`config.mk`:
```
export PLATFORM = sky130hd
export DESIGN_NAME = mc_ctrl_fsm
export DESIGN_NICKNAME = d
export VERILOG_FILES = /design/src/rtl/mc_ctrl_fsm.sv
export SDC_FILE = /design/constraint.sdc
export NUM_CORES = 1
export LEC_CHECK = 0
export CAP_MARGIN = 20
export CORE_MARGIN = 2
export CORE_UTILIZATION = 46
export CTS_BUF_LIST = sky130_fd_sc_hd__clkbuf_4 sky130_fd_sc_hd__clkbuf_8
export CTS_CLUSTER_DIAMETER = 150
export DETAILED_ROUTE_END_ITERATION = 8
export PLACE_DENSITY = 0.78
export SYNTH_ARGS = -nofsm -noshare
export SYNTH_HDL_FRONTEND = slang
export SYNTH_SLANG_ARGS = --single-unit
```
`constraint.sdc`:
```
create_clock -name clk -period 2.88 [get_ports clk]
set_clock_uncertainty 0.2 [all_clocks]
set_input_delay 0.432 -clock clk [delete_from_list [all_inputs] [get_ports clk]]
set_output_delay 0.432 -clock clk [all_outputs]
set_load 0.05 [all_outputs]
```
`src/rtl/mc_ctrl_fsm.sv`:
```
// mc_ctrl_fsm: multicycle CPU control FSM with memory handshake, timeout trap and retired counter.
// Moore outputs from the registered state; only irWe/pcWe/mdrWe (memAck) and branch pcWe (eq) see inputs.
module mc_ctrl_fsm #(
    parameter int CMD_W       = 4,
    parameter int CNT_W       = 32,
    parameter int MEM_TIMEOUT = 255,
    parameter int TO_W        = 8
) (
    input  logic             clk,
    input  logic             reset,
    input  logic [CMD_W-1:0] cmd,
    input  logic             eq,
    input  logic             memAck,
    output logic             memReq,
    output logic             memWe,
    output logic             memIn,
    output logic             irWe,
    output logic             mdrWe,
    output logic             aWe,
    output logic             bWe,
    output logic             pcWe,
    output logic             regWe,
    output logic [1:0]       pcSrc,
    output logic             aluSrcA,
    output logic [1:0]       aluSrcB,
    output logic [2:0]       aluOp,
    output logic [1:0]       dst,
    output logic [1:0]       regIn,
    output logic             trap,
    output logic [1:0]       trapCause,
    output logic [CNT_W-1:0] retired
);
    typedef enum logic [3:0] {
        S_FETCH, S_DECODE, S_BRANCH, S_JUMP, S_JAL, S_JR, S_EX_R, S_EX_I,
        S_EX_ADDR, S_MEM_RD, S_MEM_WR, S_WB_R, S_WB_I, S_WB_LW, S_TRAP
    } state_t;

    localparam logic [CMD_W-1:0] C_LW   = CMD_W'(0);
    localparam logic [CMD_W-1:0] C_SW   = CMD_W'(1);
    localparam logic [CMD_W-1:0] C_J    = CMD_W'(2);
    localparam logic [CMD_W-1:0] C_JR   = CMD_W'(3);
    localparam logic [CMD_W-1:0] C_JAL  = CMD_W'(4);
    localparam logic [CMD_W-1:0] C_BEQ  = CMD_W'(5);
    localparam logic [CMD_W-1:0] C_BNE  = CMD_W'(6);
    localparam logic [CMD_W-1:0] C_XORI = CMD_W'(7);
    localparam logic [CMD_W-1:0] C_ADDI = CMD_W'(8);
    localparam logic [CMD_W-1:0] C_ADD  = CMD_W'(9);
    localparam logic [CMD_W-1:0] C_SUB  = CMD_W'(10);
    localparam logic [CMD_W-1:0] C_SLT  = CMD_W'(11);

    state_t           state_q, state_d;
    logic [TO_W-1:0]  wait_q, wait_d;
    logic [1:0]       cause_q, cause_d;
    logic [CNT_W-1:0] retired_q, retired_d;
    logic             mem_st, timeout;

    assign mem_st  = (state_q == S_FETCH) || (state_q == S_MEM_RD) || (state_q == S_MEM_WR);
    assign timeout = (MEM_TIMEOUT != 0) && mem_st && !memAck && (wait_q == TO_W'(MEM_TIMEOUT));

    always_ff @(posedge clk) begin
        if (reset) begin
            state_q   <= S_FETCH;
            wait_q    <= '0;
            cause_q   <= 2'd0;
            retired_q <= '0;
        end else begin
            state_q   <= state_d;
            wait_q    <= wait_d;
            cause_q   <= cause_d;
            retired_q <= retired_d;
        end
    end

    always_comb begin
        state_d = state_q;
        cause_d = cause_q;
        case (state_q)
            S_FETCH:   state_d = memAck ? S_DECODE : S_FETCH;
            S_DECODE: begin
                case (cmd)
                    C_BEQ, C_BNE:        state_d = S_BRANCH;
                    C_J:                 state_d = S_JUMP;
                    C_JAL:               state_d = S_JAL;
                    C_JR:                state_d = S_JR;
                    C_ADD, C_SUB, C_SLT: state_d = S_EX_R;
                    C_XORI, C_ADDI:      state_d = S_EX_I;
                    C_LW, C_SW:          state_d = S_EX_ADDR;
                    default: begin
                        state_d = S_TRAP;
                        cause_d = 2'd1;
                    end
                endcase
            end
            S_EX_R:    state_d = S_WB_R;
            S_EX_I:    state_d = S_WB_I;
            S_EX_ADDR: state_d = (cmd == C_SW) ? S_MEM_WR : S_MEM_RD;
            S_MEM_RD:  state_d = memAck ? S_WB_LW : S_MEM_RD;
            S_MEM_WR:  state_d = memAck ? S_FETCH : S_MEM_WR;
            S_TRAP:    state_d = S_TRAP;
            default:   state_d = S_FETCH;
        endcase
        if (timeout) begin
            state_d = S_TRAP;
            cause_d = 2'd2;
        end
        // Any state change restarts the wait count; only memory states ever stay put.
        wait_d    = (state_d != state_q) ? '0 : (mem_st && !memAck) ? wait_q + TO_W'(1) : wait_q;
        retired_d = retired_q + CNT_W'(state_d == S_FETCH && state_q != S_FETCH);
    end

    always_comb begin
        memReq  = 1'b0;
        memWe   = 1'b0;
        memIn   = 1'b0;
        irWe    = 1'b0;
        mdrWe   = 1'b0;
        aWe     = 1'b0;
        bWe     = 1'b0;
        pcWe    = 1'b0;
        regWe   = 1'b0;
        pcSrc   = 2'd0;
        aluSrcA = 1'b0;
        aluSrcB = 2'd0;
        aluOp   = 3'd0;
        dst     = 2'd0;
        regIn   = 2'd0;
        case (state_q)
            S_FETCH: begin
                memReq  = 1'b1;
                aluSrcB = 2'd3;
                pcSrc   = 2'd1;
                irWe    = memAck;
                pcWe    = memAck;
            end
            S_DECODE: begin
                aWe = 1'b1;
                bWe = 1'b1;
            end
            S_BRANCH: begin
                aluSrcA = 1'b1;
                aluSrcB = 2'd2;
                aluOp   = 3'd1;
                pcWe    = (cmd == C_BNE) ? !eq : eq;
            end
            S_JUMP: begin
                pcSrc = 2'd2;
                pcWe  = 1'b1;
            end
            S_JAL: begin
                pcSrc = 2'd2;
                pcWe  = 1'b1;
                regWe = 1'b1;
                dst   = 2'd2;
                regIn = 2'd2;
            end
            S_JR: begin
                pcSrc = 2'd3;
                pcWe  = 1'b1;
            end
            S_EX_R: begin
                aluSrcA = 1'b1;
                aluSrcB = 2'd2;
                aluOp   = (cmd == C_SUB) ? 3'd1 : (cmd == C_SLT) ? 3'd3 : 3'd0;
            end
            S_EX_I: begin
                aluSrcA = 1'b1;
                aluSrcB = 2'd1;
                aluOp   = (cmd == C_XORI) ? 3'd2 : 3'd0;
            end
            S_EX_ADDR: begin
                aluSrcA = 1'b1;
                aluSrcB = 2'd1;
            end
            S_MEM_RD: begin
                memReq = 1'b1;
                memIn  = 1'b1;
                mdrWe  = memAck;
            end
            S_MEM_WR: begin
                memReq = 1'b1;
                memWe  = 1'b1;
                memIn  = 1'b1;
            end
            S_WB_R: begin
                regWe = 1'b1;
                regIn = 2'd1;
            end
            S_WB_I: begin
                regWe = 1'b1;
                dst   = 2'd1;
                regIn = 2'd1;
            end
            S_WB_LW: begin
                regWe = 1'b1;
                dst   = 2'd1;
            end
            default: ;
        endcase
    end

    assign trap      = (state_q == S_TRAP);
    assign trapCause = cause_q;
    assign retired   = retired_q;
endmodule

```
After elaboration in Yosys (flattened, before gate mapping)

Cells that the tools add are included.

Register bits after elaboration: 46
Bits in latches: 0
RAM bits: 0
ROM bits: 0
Input port bits: 8
Logic and storage cells: 95
Memories: 0

$add $sub $neg: 2
Multipliers: 0
Divide/modulo/power cells: 0
Magnitude comparators: 0
Eq/ne operators: 28
Shift-type cells: 0
Multiplexer cells: 28
Bitwise gates (word level): 1
Reduce and logical (&&, ||, !) cells: 31

Operator list:

| kind                                           | count |
|---|---|
| == test 4 bit (second input constant)          | 11 |
| adder 32 x 1 -> 32 bit                         | 1 |
| == test 4 x 3 -> 1 bit (second input constant) | 8 |
| one-hot mux 4 bit (8 select lines)             | 1 |
| one-hot mux 4 bit (7 select lines)             | 1 |
| OR reduction 2 bit                             | 11 |
| one-hot mux 2 bit (3 select lines)             | 3 |
| == test 4 x 2 -> 1 bit (second input constant) | 4 |
| two-way mux 2 bit                              | 7 |
| zero test 4 bit                                | 3 |
| OR reduction 12 bit                            | 1 |
| two-way mux 1 bit                              | 10 |
| OR reduction 3 bit                             | 3 |
| adder 8 x 1 -> 8 bit (second input constant)   | 1 |
| == test 4 x 1 -> 1 bit (second input constant) | 2 |
| == test 8 bit (second input constant)          | 1 |
| two-way mux 4 bit                              | 2 |
| one-hot mux 2 bit (2 select lines)             | 2 |
| OR reduction 4 bit                             | 2 |
| != test 4 bit                                  | 1 |
| AND reduction 2 bit                            | 2 |
| nonzero test 4 bit                             | 1 |
| logical AND 1 bit                              | 3 |
| two-way mux 3 bit                              | 1 |
| other kinds (6)                                | 8 |

Longest topological paths before layout

Gate-level depths: netlist of run 1.

Depth after elaboration: 9
Mapped depth: 14
Gate-level depth less buffers: 13

Worst setup path before layout of run 1

No wires, ideal clock.

Kind: register to output
Start point: register state_q[0]
End point: output aluOp[1]
Data arrival time: 3335 ps
Path slack: -1087 ps
Stages on the path, launching flop included: 5
Buffers on the path: 2
Cells stage by stage: dfxtp_1 buf_2 buf_1 nand3b_1 a2111oi_0

Cells in the longest elaborated chain, start to end: 2
Elaborated cells between the ends (all ways): 4

RTL lines:

| element                                                          | RTL line | RTL |
|---|---|---|
| start: declaration                                               | 51       | `state_t state_q, state_d;` |
| start signal: assignment                                         | 67       | `state_q <= state_d;` |
| == test 4 x 3 -> 1 bit or == test 4 x 2 -> 1 bit (tied branches) | 127      | `case (state_q)` |
| one-hot mux 2 bit (3 select lines) (*)                           | 127      |  |
| end: declaration                                                 | 26       | `output logic [2:0] aluOp,` |

Mark *: on every way between the ends. The rest lies on a longest branch, timed or not.

Final worst setup path of run 1

Start point: register wait_q[0]
End point: register state_q[1]

Cells in the longest elaborated chain, start to end: 3

RTL lines:

| element                  | RTL line | RTL |
|---|---|---|
| start: declaration       | 52       | `logic [TO_W-1:0] wait_q, wait_d;` |
| start signal: assignment | 68       | `wait_q <= wait_d;` |
| == test 8 bit            | 58       | `assign timeout = (MEM_TIMEOUT != 0) && mem_st && !memAck && (wait_q == TO_W'(MEM_TIMEOUT));` |
| logical AND 1 bit        | 58       |  |
| two-way mux 4 bit        | 102      | `if (timeout) begin` |

Every way passes these cells.
A chain may end at the register's enable or synchronous reset.

==> results.md, run 1 <==
* Worst-path cell chain: ha_1, nor3b_4, o211ai_2, buf_6, o211ai_1, a21oi_2, buf_4, buf_4, buf_4, buf_4, buf_4, buf_4, buf_4, buf_4, buf_4, buf_4, buf_4, nor2_1
* Power density cells at between 400 and 500 nW/um2
* Post-synth EDFFs at 0
* Post-synth top cells: dfxtp_1 (46), nor2_1 (46), nand2_1 (26), xor2_1 (25)
* Vias in the first global route at approximately 2600
* Crit end category: flop
* Layout area overhead at 53.20%
* # rows at 27
* CP delay by family, top: buffers and inverters
* Avg Cell Area, Syn at 8.113 um2
* Share of the synthesized area in the top cell type at 0.3569
* CP Data Arrival Time at 3.07 ns
* GP Congestion at 0.9443
* Clock transition at path regs at 0.09 ns
* Tightest Pin Transition at around 0.52 ns
* Port bufs at 62
* Startpoint types: flop
* Core Footprint at between 5000 and 6000 um2
* Die Y at between 70 and 80 um
* ANT nets after route at 0
* Final Util at 0.7222
* Reg-to-Reg Start: wait_q[0]
* Area contributors post-synth: dfxtp_1 (36%), xor2_1 (8.5%), nor2_1 (6.7%), xnor2_1 (4.8%), nand2_1 (3.8%)
* Final period utilization at 1.055
* Area after DPL at 3687 um2
* CTS tree: yes
* Worst r2r dst: state_q[1]
* Post-synthesis register bit count at 46
* Root buffer cell: clkbuf_8
* Fin. Hold Viols at 0
* # IOs at 64
* DRT Wirelength at about 7.7 mm
* Hold/Removal Path Class: reg -> reg
* Starting Density at 0.4714
* Cell mode on critical path: buf_4
* Max_cap viols at 0
* Hold Buf Count CTS at 0
* Part of the Yosys area used for sequential elements at 0.3569
* CTS H-tree depth at 2
* Antenna violations before repair at 0
* Leading area contributor after synthesis: dfxtp_1
* Slew HR at 0.6534
* YS warnings at 0
* Setup CP Type: reg -> reg
* Fillers at 410
* Minimum clock period at about 3 ns
* CP peak stage delay at 0.34 ns
* RSZ-0062 raised after global routing: yes
* Synth cell types at 52
* Crit path buffers/inverters at 12
* Hpwl dp at roughly 5.3 mm
* First-pass GRT wire length at 12.03 mm
* Reg2reg setup slack at -0.16 ns
* Hold Path End: trapCause[1]
* Final setup slack of the worst path at -0.1592 ns
* # placed instances at 480
* Failing checks: setup timing
* Vias at 2793
* Final Slew Violations at 0
* Worst R2R Path Depth at 18
* Max VDD drop at a little over 400 uV
* Asr flop ratio synth at 0
* Final instance area at 3953 um2
* Synthesized net count at approximately 330
* Hold depth at 2
* Inserted Clock Buffers at 5
* Main synth FF type: dfxtp_1
* Die Wd at 78.89 um
* Largest net degree at the start of global routing at 37
* Cell Count, Final, Fillers Out at slightly above 500
* GRT Util Overall at 0.2401
* CTS max path bufs at 2
* Nets at around 440
* Drt drc at 0
* Initial drt markers at 243
* Status: complete, but fails checks
* WL per Instance at 15.35 um
* Synth Instances at 318
* CP Max Fanout at 5
* DRT Pass-1 Iters at 5
* HP Start: trapCause[1]
* Mapped Area at 2580 um2
* Die area at 6224 um2
* Worst skew pair latency at 0.31 ns
* Vias per Instance at 5.542
* Lkg Pwr at 1.534 nW
* Final setup fails at 11
* CP max-delay cell: dfxtp_2
* Crit path required time at 2.91 ns
* Fraction of layout cells with a size suffix above 1 at 0.2870
* Antenna diode count at 0
* Design Power at 0.001937 W
* Upper clock frequency limit at 329.0 MHz
* Grt ovf at 0
* Clock sinks at 46
* Hold Slack at 0.2765 ns
layer usage:
layer	GRT usage	share of wire	up-vias
li1	-	-	1338
met1	0.3253	0.45	1346
met2	0.3726	0.48	86
met3	0.05227	0.045	23
met4	0.09655	0.025	0
met5	0	0	-
cell families (layout without fill, tap and decap cells):
| kind of cell | Yosys count | count (layout) | share of synthesized area |
|---|---|---|---|
| mux | 2 | 2 | 0.008244 |
| simple gates | 160 | 160 | 0.3269 |
| fa+ha+maj | 3 | 3 | 0.01455 |
| buf+inv | 25 | 139 | 0.04510 |
| other cells | 1 | 1 | 0.001454 |
| compound gates | 42 | 42 | 0.1145 |
| xor+xnor | 39 | 39 | 0.1324 |
| flops | 46 | 46 | 0.3569 |
worst max path at each step:
stage / start / endpoint / depth (start not counted)
5_1_grt: state_q[1] / retired[22] / 13
3_5_place_dp: cmd[0] / retired[20] / 13
6_report: wait_q[0] / state_q[1] / 18
3_3_place_gp: memAck / retired[22] / 13
4_1_cts: wait_q[0] / retired[28] / 15
2_1_floorplan: state_q[3] / retired[10] / 13
layout by cell type (no fill, tap or decap), types with 5 or more instances in the layout:
| master | count |
|---|---|
| inv_1 | 5 |
| xnor2_1 | 14 |
| buf_12 | 5 |
| a21oi_1 | 11 |
| dfxtp_1 | 40 |
| nand3_1 | 12 |
| and3_1 | 8 |
| nor2_1 | 46 |
| nor2b_1 | 7 |
| clkdlybuf4s50_1 | 39 |
| nand2_1 | 25 |
| nor4_1 | 12 |
| nand4_1 | 8 |
| xor2_1 | 24 |
| and4_1 | 5 |
| and2_1 | 5 |
| clkbuf_8 | 5 |
| nand2b_1 | 5 |
| buf_4 | 73 |
| nor3_1 | 7 |
worst reg2reg max path, delay by kind of cell (launching register included):
kind	cells	cell delay, ns
adders and majority gates	1	0.15
DFF	1	0.34
buffers and inverters	12	1.54
AOI/OAI and AO/OA	3	0.46
and+or+nand+nor	2	0.29
power by group:
part	switching [W]	internal, W
Combinational	0.000499	0.000349
Sequential	0.0000271	0.000655
Clock	0.000235	0.000171
Total	0.000761	0.00118
state kept, by name, indices dropped and copies added (netlist names):
register,cells
state_q,4
retired,32
wait_q,8
trapCause,2
metrics by stage:
step           TNS (ns)  setup WS [ns]
2_1_floorplan   -0.1804       -0.08847
3_3_place_gp     -12.12        -0.5619
3_5_place_dp     -12.98        -0.6568
4_1_cts               0        0.02723
5_1_grt          -3.789        -0.3173
6_report        -0.6924        -0.1592
cell type report:
class / instances / area [um2] / share of cell area
clock buffer: 5 / 68.82 / 0.01741
inverter: 6 / 22.52 / 0.005698
timing repair buffer: 125 / 1105 / 0.2795
sequential: 46 / 933.4 / 0.2362
clock inverter: 3 / 21.27 / 0.005381
multi-input combinational: 247 / 1712 / 0.4330
tap: 72 / 90.09 / 0.02279
what timing repair did:
action / 4_1_cts / 5_1_grt
setup endpoints to repair: 26 / 25
resized for setup: 8 / 19
pin swaps: 4 / 11
setup buffers: 10 / 6
No activity file was read; power rests on OpenSTA's default activity.
==> inputs of run 2 (changes only) <==
--- a/config.mk
+++ b/config.mk
@@ -9,7 +9,7 @@
 export CORE_MARGIN = 2
 export CORE_UTILIZATION = 46
 export CTS_BUF_LIST = sky130_fd_sc_hd__clkbuf_4 sky130_fd_sc_hd__clkbuf_8
-export CTS_CLUSTER_DIAMETER = 150
+export CTS_CLUSTER_DIAMETER = 50
 export DETAILED_ROUTE_END_ITERATION = 8
 export PLACE_DENSITY = 0.78
 export SYNTH_ARGS = -nofsm -noshare
==> results of run 2 <==
Same layout as run 1: the final DEF is identical, and so are final timing and power.
